[src/rtl/ram_read_scanner.sv]
// Walks the RAM read port through every word and latches addr/data for display.
// Optional manual step input when SCAN_STEP_EN is defined.
module ram_read_scanner #(
  parameter int ADDR_W   = 5,
  parameter int DATA_W   = 3,
  parameter int TICK_DIV = 50_000_000,
  parameter int RD_LAT   = 1
) (
  input  logic              clk,
  input  logic              reset,
  input  logic              enable,
`ifdef SCAN_STEP_EN
  input  logic              step,
`endif
  output logic [ADDR_W-1:0] rd_addr,
  input  logic [DATA_W-1:0] rd_data,
  output logic [ADDR_W-1:0] disp_addr,
  output logic [DATA_W-1:0] disp_data,
  output logic              disp_valid,
  output logic              cap_pulse,
  output logic              wrap
);

  localparam int DIV_W =
    (TICK_DIV > 1) ? $clog2(TICK_DIV) : 1;
  localparam logic [DIV_W-1:0] DIV_LAST =
    DIV_W'(TICK_DIV - 1);
  localparam logic [1:0] LAT_LAST =
    2'(RD_LAT - 1);

  typedef enum logic [1:0] {
    S_COUNT,
    S_LAT,
    S_CAPT
  } state_t;

  state_t            state_q, state_d;
  logic [DIV_W-1:0]  div_q, div_d;
  logic [1:0]        lat_q, lat_d;
  logic [ADDR_W-1:0] rd_addr_q, rd_addr_d;
  logic [ADDR_W-1:0] disp_addr_q, disp_addr_d;
  logic [DATA_W-1:0] disp_data_q, disp_data_d;
  logic              disp_valid_q, disp_valid_d;
  logic              cap_pulse_q, cap_pulse_d;
  logic              wrap_q, wrap_d;

  logic step_req;
  logic div_term;
  logic advance;

`ifdef SCAN_STEP_EN
  assign step_req = step;
`else
  assign step_req = 1'b0;
`endif

  assign div_term = (div_q == DIV_LAST);
  assign advance  = (state_q == S_COUNT) &&
                    ((enable && div_term) || step_req);

  // Next-state: divider, address advance, latency wait, capture
  always_comb begin
    state_d      = state_q;
    div_d        = div_q;
    lat_d        = lat_q;
    rd_addr_d    = rd_addr_q;
    disp_addr_d  = disp_addr_q;
    disp_data_d  = disp_data_q;
    disp_valid_d = disp_valid_q;
    cap_pulse_d  = 1'b0;
    wrap_d       = 1'b0;

    // Divider keeps running during the read wait; it parks at
    // terminal count so a frozen-then-resumed scan advances once.
    if (enable && !div_term) begin
      div_d = div_q + 1'b1;
    end

    unique case (state_q)
      S_COUNT: begin
        if (advance) begin
          rd_addr_d = rd_addr_q + 1'b1;
          wrap_d    = &rd_addr_q;
          div_d     = '0;
          lat_d     = '0;
          state_d   = S_LAT;
        end
      end
      S_LAT: begin
        if (lat_q == LAT_LAST) begin
          lat_d   = '0;
          state_d = S_CAPT;
        end else begin
          lat_d = lat_q + 1'b1;
        end
      end
      S_CAPT: begin
        disp_addr_d  = rd_addr_q;
        disp_data_d  = rd_data;
        disp_valid_d = 1'b1;
        cap_pulse_d  = 1'b1;
        state_d      = S_COUNT;
      end
      default: begin
        state_d = S_LAT;
        lat_d   = '0;
      end
    endcase
  end

  // State registers; reset restarts the scan by re-reading word 0
  always_ff @(posedge clk or posedge reset) begin
    if (reset) begin
      state_q      <= S_LAT;
      div_q        <= '0;
      lat_q        <= '0;
      rd_addr_q    <= '0;
      disp_addr_q  <= '0;
      disp_data_q  <= '0;
      disp_valid_q <= 1'b0;
      cap_pulse_q  <= 1'b0;
      wrap_q       <= 1'b0;
    end else begin
      state_q      <= state_d;
      div_q        <= div_d;
      lat_q        <= lat_d;
      rd_addr_q    <= rd_addr_d;
      disp_addr_q  <= disp_addr_d;
      disp_data_q  <= disp_data_d;
      disp_valid_q <= disp_valid_d;
      cap_pulse_q  <= cap_pulse_d;
      wrap_q       <= wrap_d;
    end
  end

  assign rd_addr    = rd_addr_q;
  assign disp_addr  = disp_addr_q;
  assign disp_data  = disp_data_q;
  assign disp_valid = disp_valid_q;
  assign cap_pulse  = cap_pulse_q;
  assign wrap       = wrap_q;

endmodule
[config.mk]
export PLATFORM = sky130hd
export DESIGN_NAME = ram_read_scanner
export DESIGN_NICKNAME = d
export VERILOG_FILES = /design/src/rtl/ram_read_scanner.sv
export SDC_FILE = /design/constraint.sdc
export NUM_CORES = 1
export LEC_CHECK = 0
export BUFFER_PORTS_ARGS = -buffer_cell sky130_fd_sc_hd__clkbuf_2
export CORE_MARGIN = 2
export CORE_UTILIZATION = 25
export CTS_CLUSTER_SIZE = 30
export DETAILED_ROUTE_END_ITERATION = 12
export GPL_ROUTABILITY_DRIVEN = 1
export PLACE_DENSITY = 0.45
export SLEW_MARGIN = 20
export SYNTH_ARGS = -nofsm -noshare
export SYNTH_HDL_FRONTEND = slang
export SYNTH_SLANG_ARGS = --single-unit
export TNS_END_PERCENT = 5
[constraint.sdc]
create_clock -name clk -period 2.7 [get_ports clk]
set_input_delay 0.27 -clock clk [delete_from_list [all_inputs] [get_ports clk]]
set_output_delay 0.27 -clock clk [all_outputs]
set_load 0.02 [all_outputs]
# ---- Yosys cells after proc, flatten, opt, wreduce, memory -nomap -nowiden
# Cells that the tools add are included.
dict set report op_classes {
  add_sub_neg 3
  n_eq_ne 5
  n_mux 12
  bitwise 1
  reduce_logical 10
}
# operator n
set op_table {}
lappend op_table {{26-bit 2-to-1 mux} 3}
lappend op_table {{26-bit by 1-bit adder with 26-bit output, second input constant} 1}
lappend op_table {{26-bit == test, second input constant} 1}
lappend op_table {{2-bit one-hot mux with 3 select lines} 2}
lappend op_table {{2-bit 2-to-1 mux} 4}
lappend op_table {{2-bit AND reduction} 3}
lappend op_table {{5-bit by 1-bit adder with 5-bit output, second input constant} 1}
lappend op_table {{5-bit AND reduction} 1}
lappend op_table {{2-bit logical NOT} 2}
lappend op_table {{2-bit != test, second input constant} 2}
lappend op_table {{1-bit logical AND} 3}
lappend op_table {{1-bit 2-to-1 mux} 3}
lappend op_table {{2-bit by 1-bit adder with 2-bit output, second input constant} 1}
lappend op_table {{2-bit by 1-bit == test with 1-bit output, second input constant} 1}
lappend op_table {{2-bit == test, second input constant} 1}
lappend op_table {{1-bit logical NOT} 1}
lappend op_table {{1-bit NOT} 1}
dict set report word_totals {
  ff_bits 46
  in_bits 6
  output_inout_bits 16
  word_cells 40
}

# ---- Longest topological paths before layout
dict set report logic_depth {
  depth_word 6
  mapped_depth 7
  mapped_depth_nobuf 6
}

# ---- Worst setup path after synthesis
# Ideal clock, no wire load.
dict set report synth_path {
  path_kind {reg-to-reg}
  startpoint {reg div_q[9]}
  endpoint {reg div_q[0]}
  setup_time_ns 0.082
  arrival_ns 2.287
  setup_slack_ns 0.332
  path_stages_with_launch 7
  n_path_buf 1
  path_cell_list {dfrtp_1 -> or4b_1 -> or4_1 -> or3_1 -> clkbuf_2 -> or2_4 -> a31oi_1}
}
dict set report synth_via {
  elab_chain_cells 6
}
# element line
set synth_lines {}
lappend synth_lines {{from (decl)} 38} ;# logic [DIV_W-1:0] div_q, div_d;
lappend synth_lines {{from (signal assigned)} 125} ;# div_q <= div_d;
lappend synth_lines {{26-bit == test (*)} 57} ;# assign div_term = (div_q == DIV_LAST);
lappend synth_lines {{1-bit logical NOT} 75} ;# if (enable && !div_term) begin
lappend synth_lines {{1-bit logical AND} 75}
lappend synth_lines {{26-bit 2-to-1 mux} 75}
lappend synth_lines {{26-bit 2-to-1 mux} 81} ;# if (advance) begin
lappend synth_lines {{26-bit 2-to-1 mux (*)} 79} ;# unique case (state_q)
lappend synth_lines {{net div_d[0]} 38}
# The timed path passes the listed nets; every way through them passes the cells marked *.
# A chain may end at the register's enable or synchronous reset.

# ---- Worst setup path in the final report
dict set report layout_path {
  startpoint {reg div_q[0]}
  endpoint {reg div_q[0]}
}
dict set report layout_via {
  elab_chain_cells 6
}
# element line
set layout_lines {}
lappend layout_lines {{parallel branches: the longest is 5 deep, another holds 26-bit by 1-bit adder with 26-bit output} -}
lappend layout_lines {{26-bit 2-to-1 mux (*)} 79}
lappend layout_lines {{net div_d[0]} 38}
# Mark *: on every way through the listed nets, which the timed path passes.

==> run_results.csv <==
group,metric,value,unit
power,pwr-share-seq,57.0,%
yosys,synth_area_per_cell,10.9,sq um
timing,setup_tns,0,ns
yosys,ys_ff_latch,46,
global_route,grt_max_degree,47,
clocking,clkLatencyLatePin,0.31,ns
clocking,clkTransAtPathRegs,0.09,ns
global_route,grt_pass1_wl,7810,microns
floorplanning,core-area,8640,sq um
clocking,root_buffer,"clkbuf_8",
global_route,overflow,0,
clocking,clock-sinks,46,
clocking,htreeDepth,2,
critical_path,startpoint_type,"register",
yosys,yosys_warnings,0,
critical_path,crit_path_max_fanout,7,
global_route,grt_pass1_vias,1550,
timing,finalCritPeriodShare,94.7,%
routing,wl,4460,microns
power,combPwrFrac,12.5,%
global_route,grt_use_total,9.93,%
clocking,ctsHoldBuffers,0,
timing,timing.fmax,0.391,GHz
clocking,max-clock-path-buffers,2,
global_route,antenna_found_initial,0,
cells_and_area,syn_to_final_growth,16.4,%
placement,place_area,2490,sq um
yosys,seq_area_frac_synth,52.0,%
clocking,cts_tree,"done",
clocking,cts_resized,0,
yosys,async_flop_share,100,%
routing,vias,1589,
floorplanning,dieArea,9630,sq um
min_path,hold_path_class,"in2async",
placement,io_buffers,21,
routing,postRouteAntennaNets,0,
cells_and_area,fin_cells,343,
routing,drtIter0Drc,98,
timing,slew_headroom,46.9,%
routing,drc,0,
power,switching_share,29.3,%
run_status,outcome,"finished clean",
yosys,synthFlopType,"dfrtp_1",
critical_path,arrival,2.79,ns
floorplanning,chipWidth,98.1,microns
routing,wl_per_cell,13.0,microns
routing,viasPerCell,4.63,
yosys,yosysUniqueCellTypes,38,
timing,worstMarginPinSlew,0.795,ns
cells_and_area,final_cell_mix,"45 x dfrtp_1, 21 x clkbuf_2, 20 x nor2_1",
timing,finalMaxSlewViolations,0,
floorplanning,pin_count,22,
floorplanning,start_util,25.6,%
floorplanning,die_y,98.1,microns
power,p_int,1.00,mW
timing,fin_worst_skew,0.00573,ns
placement,dp.cells,335,
placement,hpwl,3180,microns
cells_and_area,utilization,29.8,%
cells_and_area,layout_commonest_cell,"dfrtp_1",
power,irDropWorstVdd,0.150,mV
cells_and_area,final_layout_size_suffix_gt1_share,22.6,%
placement,gp_congestion,0.797,
yosys,synth-edff-count,0,
placement,post-place-ws,0.169,ns
critical_path,end_kind,"register",
clocking,cts_made_buffers,5,
yosys,syn_area,2210,sq um
timing,timing.final.ws_setup,0.143,ns
critical_path,path_class,"reg2reg",
timing,post-route-min-period,2.56,ns
yosys,synthCells,204,
critical_path,critPathRequiredTime,2.93,ns
job,maxCapViolations,0,
yosys,syn-num-nets,218,
timing,rsz0062_at_grt,"false",
timing,hold_viol,0,
cells_and_area,n_antenna_cell,0,
timing,final-setup-viol-count,0,
floorplanning,fp-row-count,34,
power,powerDensity,551,nW/um^2
cells_and_area,finalNetCount,248,
power,switchingPower,416,uW
clocking,post_cts_buffers,0,
cells_and_area,fin_area,2580,sq um
routing,first_pass_iters,4,
power,p_leak,1.20,nW
power,pwr-share-clk,30.5,%
[power groups by stage]
stage	combinational (mW)	sequential (mW)	clock [mW]
2_1_floorplan	0.128	0.808	0
3_3_place_gp	0.183	0.824	0
3_5_place_dp	0.183	0.821	0
4_1_cts	0.182	0.809	0.451
5_1_grt	0.205	0.822	0.492
6_report	0.178	0.810	0.432
[synthesized netlist by cell type (2+ instances only)]
library cell / n / area (sq um)
dfrtp_1: 45 / 1130
nor2_1: 20 / 75.1
nand2_1: 13 / 48.8
nand4_1: 13 / 81.3
xnor2_1: 11 / 96.3
mux2_2: 10 / 113
xor2_1: 10 / 87.6
and3_1: 9 / 56.3
inv_1: 9 / 33.8
ha_1: 8 / 100
nand3_1: 8 / 40.0
a21oi_1: 7 / 35.0
o21ai_0: 4 / 20.0
clkbuf_1: 3 / 11.3
mux2i_1: 3 / 30.0
a22o_1: 2 / 17.5
a31oi_1: 2 / 12.5
and4_1: 2 / 17.5
nand2b_1: 2 / 12.5
nor3_1: 2 / 10.0
nor4_1: 2 / 12.5
nor4b_1: 2 / 17.5
or3_1: 2 / 12.5
[metal layers]
layer	up-vias	global-route usage, %	routed length [microns]
met1	772	14.8	2390
met2	25	14.0	1840
met3	8	2.51	161
li1	784	-	-
met5	-	0	0
met4	0	3.21	63
[sequential cells by signal (all words and copies together) (netlist names), 2 cells and up]
signal,cells
disp_addr,5
disp_data,3
div_q,26
lat_q,2
rd_addr,5
state_q,2
[final timing paths]
kind	from	endpoint	slack, ns	cells after the start
max in group asynchronous	reset	div_q[9]	2.16	2
worst max register to register	div_q[0]	div_q[0]	0.14	6
worst max-delay path	div_q[0]	div_q[0]	0.14	6
worst min register to register	disp_valid	disp_valid	0.48	1
worst min-delay path	reset	disp_addr[3]	0.06	2
min in group clk	rd_data[0]	disp_data[0]	0.19	2
[metrics by stage]
stage | hold slack [ns] | power [mW]
after floorplan | 0.422 | 0.936
after global placement | 0.453 | 1.01
after detailed placement | 0.453 | 1.00
after CTS | 0.186 | 1.44
after global routing | 0.125 | 1.52
final | 0.0594 | 1.42
[area by class of cell]
cell class	count	area [sq um]
fillers	930	6060
inverters	9	35.0
well taps	108	135
clock buffers	5	68.8
flip-flops and latches	46	1150
clock inverters	3	21.3
repair buffers	28	158
multi-input cells	144	1010
[worst max-delay path, cell delays in order, from the launching register on]
cell and delay [ns]:
dfrtp_1 0.45, ha_1 0.26, nand3_1 0.11, or4b_2 0.68, or3_1 0.53, or2_4 0.30
a31oi_1 0.15
[cells by family after synthesis]
kind of cell	after synthesis	share of synthesized area, %
simple gates	84	20.8
flops	46	52.0
xor+xnor	21	8.30
compound gates	18	5.37
buf+inv	14	2.49
mux	13	6.44
fa+ha+maj	8	4.52
(Power assumes the default switching activity.)
